===== src/rtl/tcm_arb_pkg.sv =====
`default_nettype none
// ============================================================================
// Module : tcm_arb_pkg
// Brief  : Memory-port structs and encodings shared by the TCM bank arbiter.
// Rev    : 1.0  initial release
// ============================================================================
package tcm_arb_pkg;

    localparam int c_mem_aw             = 18;
    localparam int TCM_ARB_MAX_WAIT_DEF = 8;

    // Address/control phase towards a TCM bank; d and be use big-endian lanes.
    typedef struct packed {
        logic                sel;
        logic                wr;
        logic [c_mem_aw-1:0] a;
        logic [31:0]         d;
        logic [3:0]          be;
        logic                bsy;
    } MemC;

    typedef struct packed {
        logic [31:0] q;
    } MemR;

    typedef enum logic [0:0] {
        ST_CPU   = 1'b0,
        ST_FORCE = 1'b1
    } TcmArbSt;

    typedef enum logic [1:0] {
        OWN_NONE = 2'd0,
        OWN_CPU  = 2'd1,
        OWN_DMA  = 2'd2
    } TcmOwn;

    localparam MemC c_memc_idle = '0;

    function automatic MemC dma_to_memc(
        input logic                wr,
        input logic [c_mem_aw-1:0] a,
        input logic [31:0]         d,
        input logic [3:0]          be
    );
        MemC m;
        m     = c_memc_idle;
        m.sel = 1'b1;
        m.wr  = wr;
        m.a   = a;
        m.d   = d;
        m.be  = be;
        return m;
    endfunction

endpackage
`default_nettype wire


===== src/rtl/tcm_arb.sv =====
`default_nettype none
// ============================================================================
// Module : tcm_arb
// Brief  : CPU-priority arbiter sharing one TCM bank port with a DMA/debug
//          master; a starvation counter forces a DMA slot after MAX_WAIT losses.
// Rev    : 1.0  initial release
// ============================================================================
module tcm_arb
    import tcm_arb_pkg::*;
#(
    parameter int MAX_WAIT = TCM_ARB_MAX_WAIT_DEF,
    parameter int AW       = c_mem_aw
) (
    input  logic          clk,
    input  logic          rst,
    input  MemC           cpu_c,
    output MemR           cpu_r,
    output logic          cpu_wait,
    input  logic          dma_req,
    input  logic          dma_wr,
    input  logic [AW-1:0] dma_a,
    input  logic [31:0]   dma_d,
    input  logic [3:0]    dma_be,
    output logic          dma_gnt,
    output logic          dma_rvalid,
    output logic [31:0]   dma_q,
    output MemC           mem_c,
    input  MemR           mem_r
);

    localparam logic [7:0] c_max_wait = 8'(MAX_WAIT);
    localparam logic [7:0] c_force_at = 8'(MAX_WAIT - 1);

    TcmArbSt    r_st;
    TcmArbSt    w_st_nxt;
    logic [7:0] r_wait_cnt;
    logic [7:0] w_wait_cnt_nxt;
    TcmOwn      r_dph_owner;
    TcmOwn      w_own_nxt;

    logic       w_run;
    logic       w_cpu_gnt;
    logic       w_dma_gnt;
    logic       w_cpu_wait;
    logic       w_dma_lost;
    MemC        w_mem_c;

    // Grants are masked by rst so the port goes quiet the moment reset asserts.
    assign w_run = ~rst;

    always_comb begin
        w_cpu_gnt      = 1'b0;
        w_dma_gnt      = 1'b0;
        w_cpu_wait     = 1'b0;
        w_st_nxt       = r_st;
        w_wait_cnt_nxt = 8'd0;

        case (r_st)
            ST_CPU: begin
                w_cpu_gnt = w_run & cpu_c.sel;
                w_dma_gnt = w_run & ~cpu_c.sel & dma_req;
            end
            ST_FORCE: begin
                w_dma_gnt  = w_run & dma_req;
                w_cpu_wait = w_run & cpu_c.sel;
            end
            default: ;
        endcase

        w_dma_lost = dma_req & ~w_dma_gnt;

        if (w_dma_lost) begin
            w_wait_cnt_nxt = (r_wait_cnt == c_max_wait) ? r_wait_cnt : r_wait_cnt + 8'd1;
        end

        case (r_st)
            ST_CPU: begin
                if (w_dma_lost && (r_wait_cnt == c_force_at)) begin
                    w_st_nxt = ST_FORCE;
                end
            end
            ST_FORCE: w_st_nxt = ST_CPU;
            default:  w_st_nxt = ST_CPU;
        endcase
    end

    // Writes return no data, so only read grants claim the data phase.
    always_comb begin
        w_own_nxt = OWN_NONE;
        if (w_cpu_gnt && !cpu_c.wr) begin
            w_own_nxt = OWN_CPU;
        end else if (w_dma_gnt && !dma_wr) begin
            w_own_nxt = OWN_DMA;
        end
    end

    always_comb begin
        w_mem_c = c_memc_idle;
        if (w_cpu_gnt) begin
            w_mem_c     = cpu_c;
            w_mem_c.bsy = 1'b0;
        end else if (w_dma_gnt) begin
            w_mem_c = dma_to_memc(dma_wr, c_mem_aw'(dma_a), dma_d, dma_be);
        end
    end

    always_ff @(posedge clk or posedge rst) begin
        if (rst) begin
            r_st        <= ST_CPU;
            r_wait_cnt  <= 8'd0;
            r_dph_owner <= OWN_NONE;
        end else begin
            r_st        <= w_st_nxt;
            r_wait_cnt  <= w_wait_cnt_nxt;
            r_dph_owner <= w_own_nxt;
        end
    end

    assign mem_c      = w_mem_c;
    assign cpu_wait   = w_cpu_wait;
    assign dma_gnt    = w_dma_gnt;
    assign cpu_r.q    = mem_r.q;
    assign dma_q      = mem_r.q;
    assign dma_rvalid = (r_dph_owner == OWN_DMA);

endmodule
`default_nettype wire


===== config.mk =====
export PLATFORM = sky130hd
export DESIGN_NAME = tcm_arb
export DESIGN_NICKNAME = d
export VERILOG_FILES = /design/src/rtl/tcm_arb_pkg.sv /design/src/rtl/tcm_arb.sv
export SDC_FILE = /design/constraint.sdc
export NUM_CORES = 1
export LEC_CHECK = 0
export CAP_MARGIN = 0
export CORE_AREA = 2 2 105 107
export CTS_CLUSTER_DIAMETER = 150
export DETAILED_ROUTE_END_ITERATION = 6
export DIE_AREA = 0 0 107 109
export GPL_TIMING_DRIVEN = 0
export HOLD_SLACK_MARGIN = 0.15
export PLACE_DENSITY = 0.73
export SYNTH_ARGS = -nofsm -noshare
export SYNTH_HDL_FRONTEND = slang
export SYNTH_SLANG_ARGS = --single-unit

===== constraint.sdc =====
create_clock -name clk -period 2.05 [get_ports clk]
set_clock_uncertainty 0.1 [all_clocks]
set_input_delay 0.3075 -clock clk [delete_from_list [all_inputs] [get_ports clk]]
set_output_delay 0.3075 -clock clk [all_outputs]
set_load 0.005 [all_outputs]

Yosys cells after proc, flatten, opt, wreduce, memory -nomap -nowiden
Index checks and enable logic that the tools add are counted.

Register bits: 11. Output and inout port bits: 124. Logic and storage cells: 33.

Add/sub/neg operators: 1. Eq/ne operators: 4. Mux-type cells: 11. Bitwise logic cells: 9. Reductions and logical operators: 5.

Operators by type and width (count): 57-bit two-way mux (2); 8-bit two-way mux (2); 8-bit by 1-bit adder with 8-bit output (second input constant) (1); 8-bit by 3-bit == test with 1-bit output (second input constant) (1); 8-bit by 4-bit == test with 1-bit output (second input constant) (1); 1-bit AND (5); 2-bit two-way mux (2); 1-bit NOT (4); 1-bit case mux with 2 select lines (2); 1-bit logical AND (3); 1-bit two-way mux (3); 2-bit == test (second input constant) (1); 1-bit logical NOT (2); 2-bit != test (second input constant) (1).

Depth between registers and ports, before layout
Word-level depth: 9. Mapped depth: 5. Depth with buffers taken out: 5.

Least setup slack after synthesis
No wires, ideal clock.

Path type: input port to output port. From: input port cpu_c[56] (netlist bit). To: output port mem_c[28] (netlist bit). Arrival: 1212 ps. Data required time: 1642 ps. Slack: 431 ps. Stages: 5. Buffers on the path: 2. Cells stage by stage: nor2b_1 > nor3b_2 > buf_2 > buf_2 > a22o_1.

RTL lines: start: declaration (RTL line tcm_arb.sv:16) `input MemC cpu_c,`; end: declaration (RTL line tcm_arb.sv:27) `output MemC mem_c,`.

==> flow_summary.yaml <==
outcome:
  status: "finished, violations left"
  violations: "negative setup slack"
timing:
  worst_slew_pin_slew_ns: 0.623
  tns_ns: -2.88
  rsz0062_at_grt: "true"
  finalSetupViolCount: 45
  slew_violations: 0
  relSlewSlack_pct: 58.2
  period_minus_slack_ns: 2.19
  fin_crit_sh_pct: 107
  fmax_mhz: 457
  hold_viol: 0
  worst_slack_ns: -0.139
cells_and_area:
  drive_above_1_share_pct: 36.7
  final_cell_area_um2: 4430
  instances_no_fill: 601
  diodes: 0
  nets: 611
  nFillCells: 1066
  area_delta_synth_final_pct: 176
logic_synthesis:
  synthArstFlopShare_pct: 100
  syn_inst: 194
  synth-edff-count: 0
  ys_ff_latch: 11
  avgSynthCellArea_um2: 8.27
  synth_warnings: 0
  ys_seq_area_share_pct: 17.2
  synth.cell_area_um2: 1600
  syn-num-nets: 343
  synth.distinct_cells: 29
  ys.flop_type: "dfrtp_1"
clock_tree:
  clockBufferDepth: 2
  cts_tree: "done"
  cts_max_level: 1
  cts_buffers: 3
  clk_latency_ns: 0.24
  cts_sinks: 11
  path_clk_slew_ns: 0.05
  root_buffer: "clkbuf_8"
routing:
  remaining_drc_errors: 0
  wire_per_inst_um: 17.5
  antenna_left: 0
  firstDrtPassIters: 4
  drt_wl_total_um: 10500
  vias: 2444
  viasPerCell: 4.07
  drtIter0Drc: 62
floorplanning:
  rows: 38
  die_w_um: 107
  dieArea_um2: 11700
  chipHeight_um: 109
  pin_count: 271
  initial_utilization_pct: 15.1
  core_um2: 10600
placed_design:
  dp.cells: 570
  portBuffers: 236
  dp_hpwl_um: 8760
  dpl_cell_area_um2: 4140
  dp_slack_ns: -1.09
  gp_congestion: 0.789
power:
  p_per_area_nw_per_um2: 277
  p_comb_share_pct: 63.3
  cellInternalPower_mw: 0.909
  p_clk_share_pct: 18.2
  seq_power_share_pct: 18.5
  peakVddDrop_mv: 0.248
  total_power_mw: 1.23
  swShare_pct: 25.9
  p_leak_nw: 2.07
  power.switching_mw: 0.318
worst_setup_path:
  slowest_delay_ns: 0.40
  r2r-start: "r_wait_cnt[5]"
  timing.critical_path.mode_cell: "buf_6"
  endpoint: "mem_c[55]"
  critPathSlowestCell: "dfrtp_2"
  cp_max_fo: 5
  cp.depth: 8
  crit_required_ns: 1.64
  ff2ff_setup_slack_ns: 0.40
  setup.worst_path.class: "reg -> out"
  cp.arrival_ns: 1.78
  worstSetupStartpoint: "r_st"
  path_cells: "nor2b_4 -> nor3b_4 -> buf_6 -> clkbuf_16 -> buf_8 -> buf_6 -> a22o_1 -> buf_2"
  rr_endpoint: "r_st"
  startpoint_type: "flop"
  r2r_cells: 3
  cp.buffers_inverters: 5
  cp_top_family: "buffers and inverters"
  cp-end-kind: "primary output"
run:
  maxCapViolCount: 0
global_route:
  grt_first_pass_wirelength_um: 14700
  grt_util_all_layers_pct: 16.7
  grt_pass1_vias: 2477
  grt_overflow: 0
  grt_max_degree: 13
  antenna_found_initial: 0
min_path:
  min_path_type: "in -> async"
power groups by stage:
stage / clock (mW) / sequential, mW / combinational, mW
3_5_place_dp: 0 / 0.230 / 0.752
5_1_grt: 0.242 / 0.227 / 0.826
6_report: 0.223 / 0.227 / 0.777
2_1_floorplan: 0 / 0.229 / 0.224
3_3_place_gp: 0 / 0.230 / 0.743
4_1_cts: 0.232 / 0.226 / 0.776
cell usage in the layout, fill, tap and decap left out, drive strengths merged, types with 2 or more instances in the layout:
| master | n |
|---|---|
| clkdlybuf4s50 | 176 |
| buf | 155 |
| a22o | 55 |
| dfrtp | 11 |
| clkbuf | 9 |
| a21oi | 6 |
| o21ai | 5 |
| nand3 | 4 |
| nor2b | 4 |
| nand2 | 3 |
| or3 | 3 |
| inv | 3 |
| nor2 | 3 |
| nor3 | 2 |
| nor3b | 2 |
| xor2 | 2 |
| ha | 2 |
| dlygate4sd2 | 2 |
| or4 | 2 |
cells in the mapped netlist (3+ instances only):
cell / n / area share (%)
nand2_1: 3 / 0.70
o21ai_0: 4 / 1.2
nor2b_1: 4 / 1.6
or3_1: 3 / 1.2
inv_1: 4 / 0.94
nand3_1: 4 / 1.2
dfrtp_1: 11 / 17
buf_4: 65 / 30
buf_2: 7 / 2.2
nor2_1: 3 / 0.70
clkbuf_1: 6 / 1.4
a21oi_1: 6 / 1.9
a22o_1: 55 / 30
state kept, by name (all words and copies together) (netlist names):
register	flops
r_wait_cnt	8
r_dph_owner	2
r_st	1
cells by family after synthesis:
family / Yosys count / synth area share, %
buf+inv: 82 / 34.9
compound gates: 67 / 34.0
simple gates: 29 / 11.0
flops: 11 / 17.2
xor+xnor: 2 / 1.09
fa+ha+maj: 2 / 1.56
other cells: 1 / 0.234
through the flow:
step	utilization (%)	hold WS [ns]
6_report	41.8	0.255
5_1_grt	41.8	0.287
4_1_cts	41.3	0.213
3_5_place_dp	39.1	0.454
3_3_place_gp	39.1	0.451
2_1_floorplan	-	0.0650
layout make-up:
cell class                      count  area (um^2)  area share, %
Buffer                             78          679           15.3
Clock buffer                        4         45.0           1.02
Inverter                            4         18.8          0.424
Multi-Input combinational cell    101          796           18.0
Sequential cell                    11          277           6.24
Tap cell                          140          175           3.95
Timing Repair Buffer              263         2440           55.1
what timing repair did:
action | 4_1_cts | 5_1_grt
endpoints found under the setup margin | 59 | 58
pin swaps | 36 | 18
hold endpoints to repair | 0 | 1
resized for setup | 288 | 19
hold buffers | 0 | 1
gates cloned | 4 | 0
setup buffers | 18 | 6
tightest hold or removal path: stages:
cell	delay, ns
dlygate4sd2_1	0.33
clkinvlp_4	0.12
buf_4	0.19
worst min path at each step:
stage / start / to / slack, ns / depth (start not counted)
6_report: rst / r_wait_cnt[6] / 0.26 / 3
5_1_grt: rst / r_wait_cnt[0] / 0.29 / 3
4_1_cts: rst / r_wait_cnt[6] / 0.21 / 2
3_5_place_dp: r_st / r_st / 0.45 / 2
3_3_place_gp: r_st / r_st / 0.45 / 2
2_1_floorplan: rst / r_dph_owner[0] / 0.06 / 1
routing by layer:
layer	track usage (%)	vias to the layer above	routed length, um
li1	-	1184	-
met1	20.2	1147	4070
met2	29.6	106	5490
met3	4.96	7	873
met4	3.25	0	92
met5	0	-	0
Note: power is estimated with default switching activity, not from simulation.
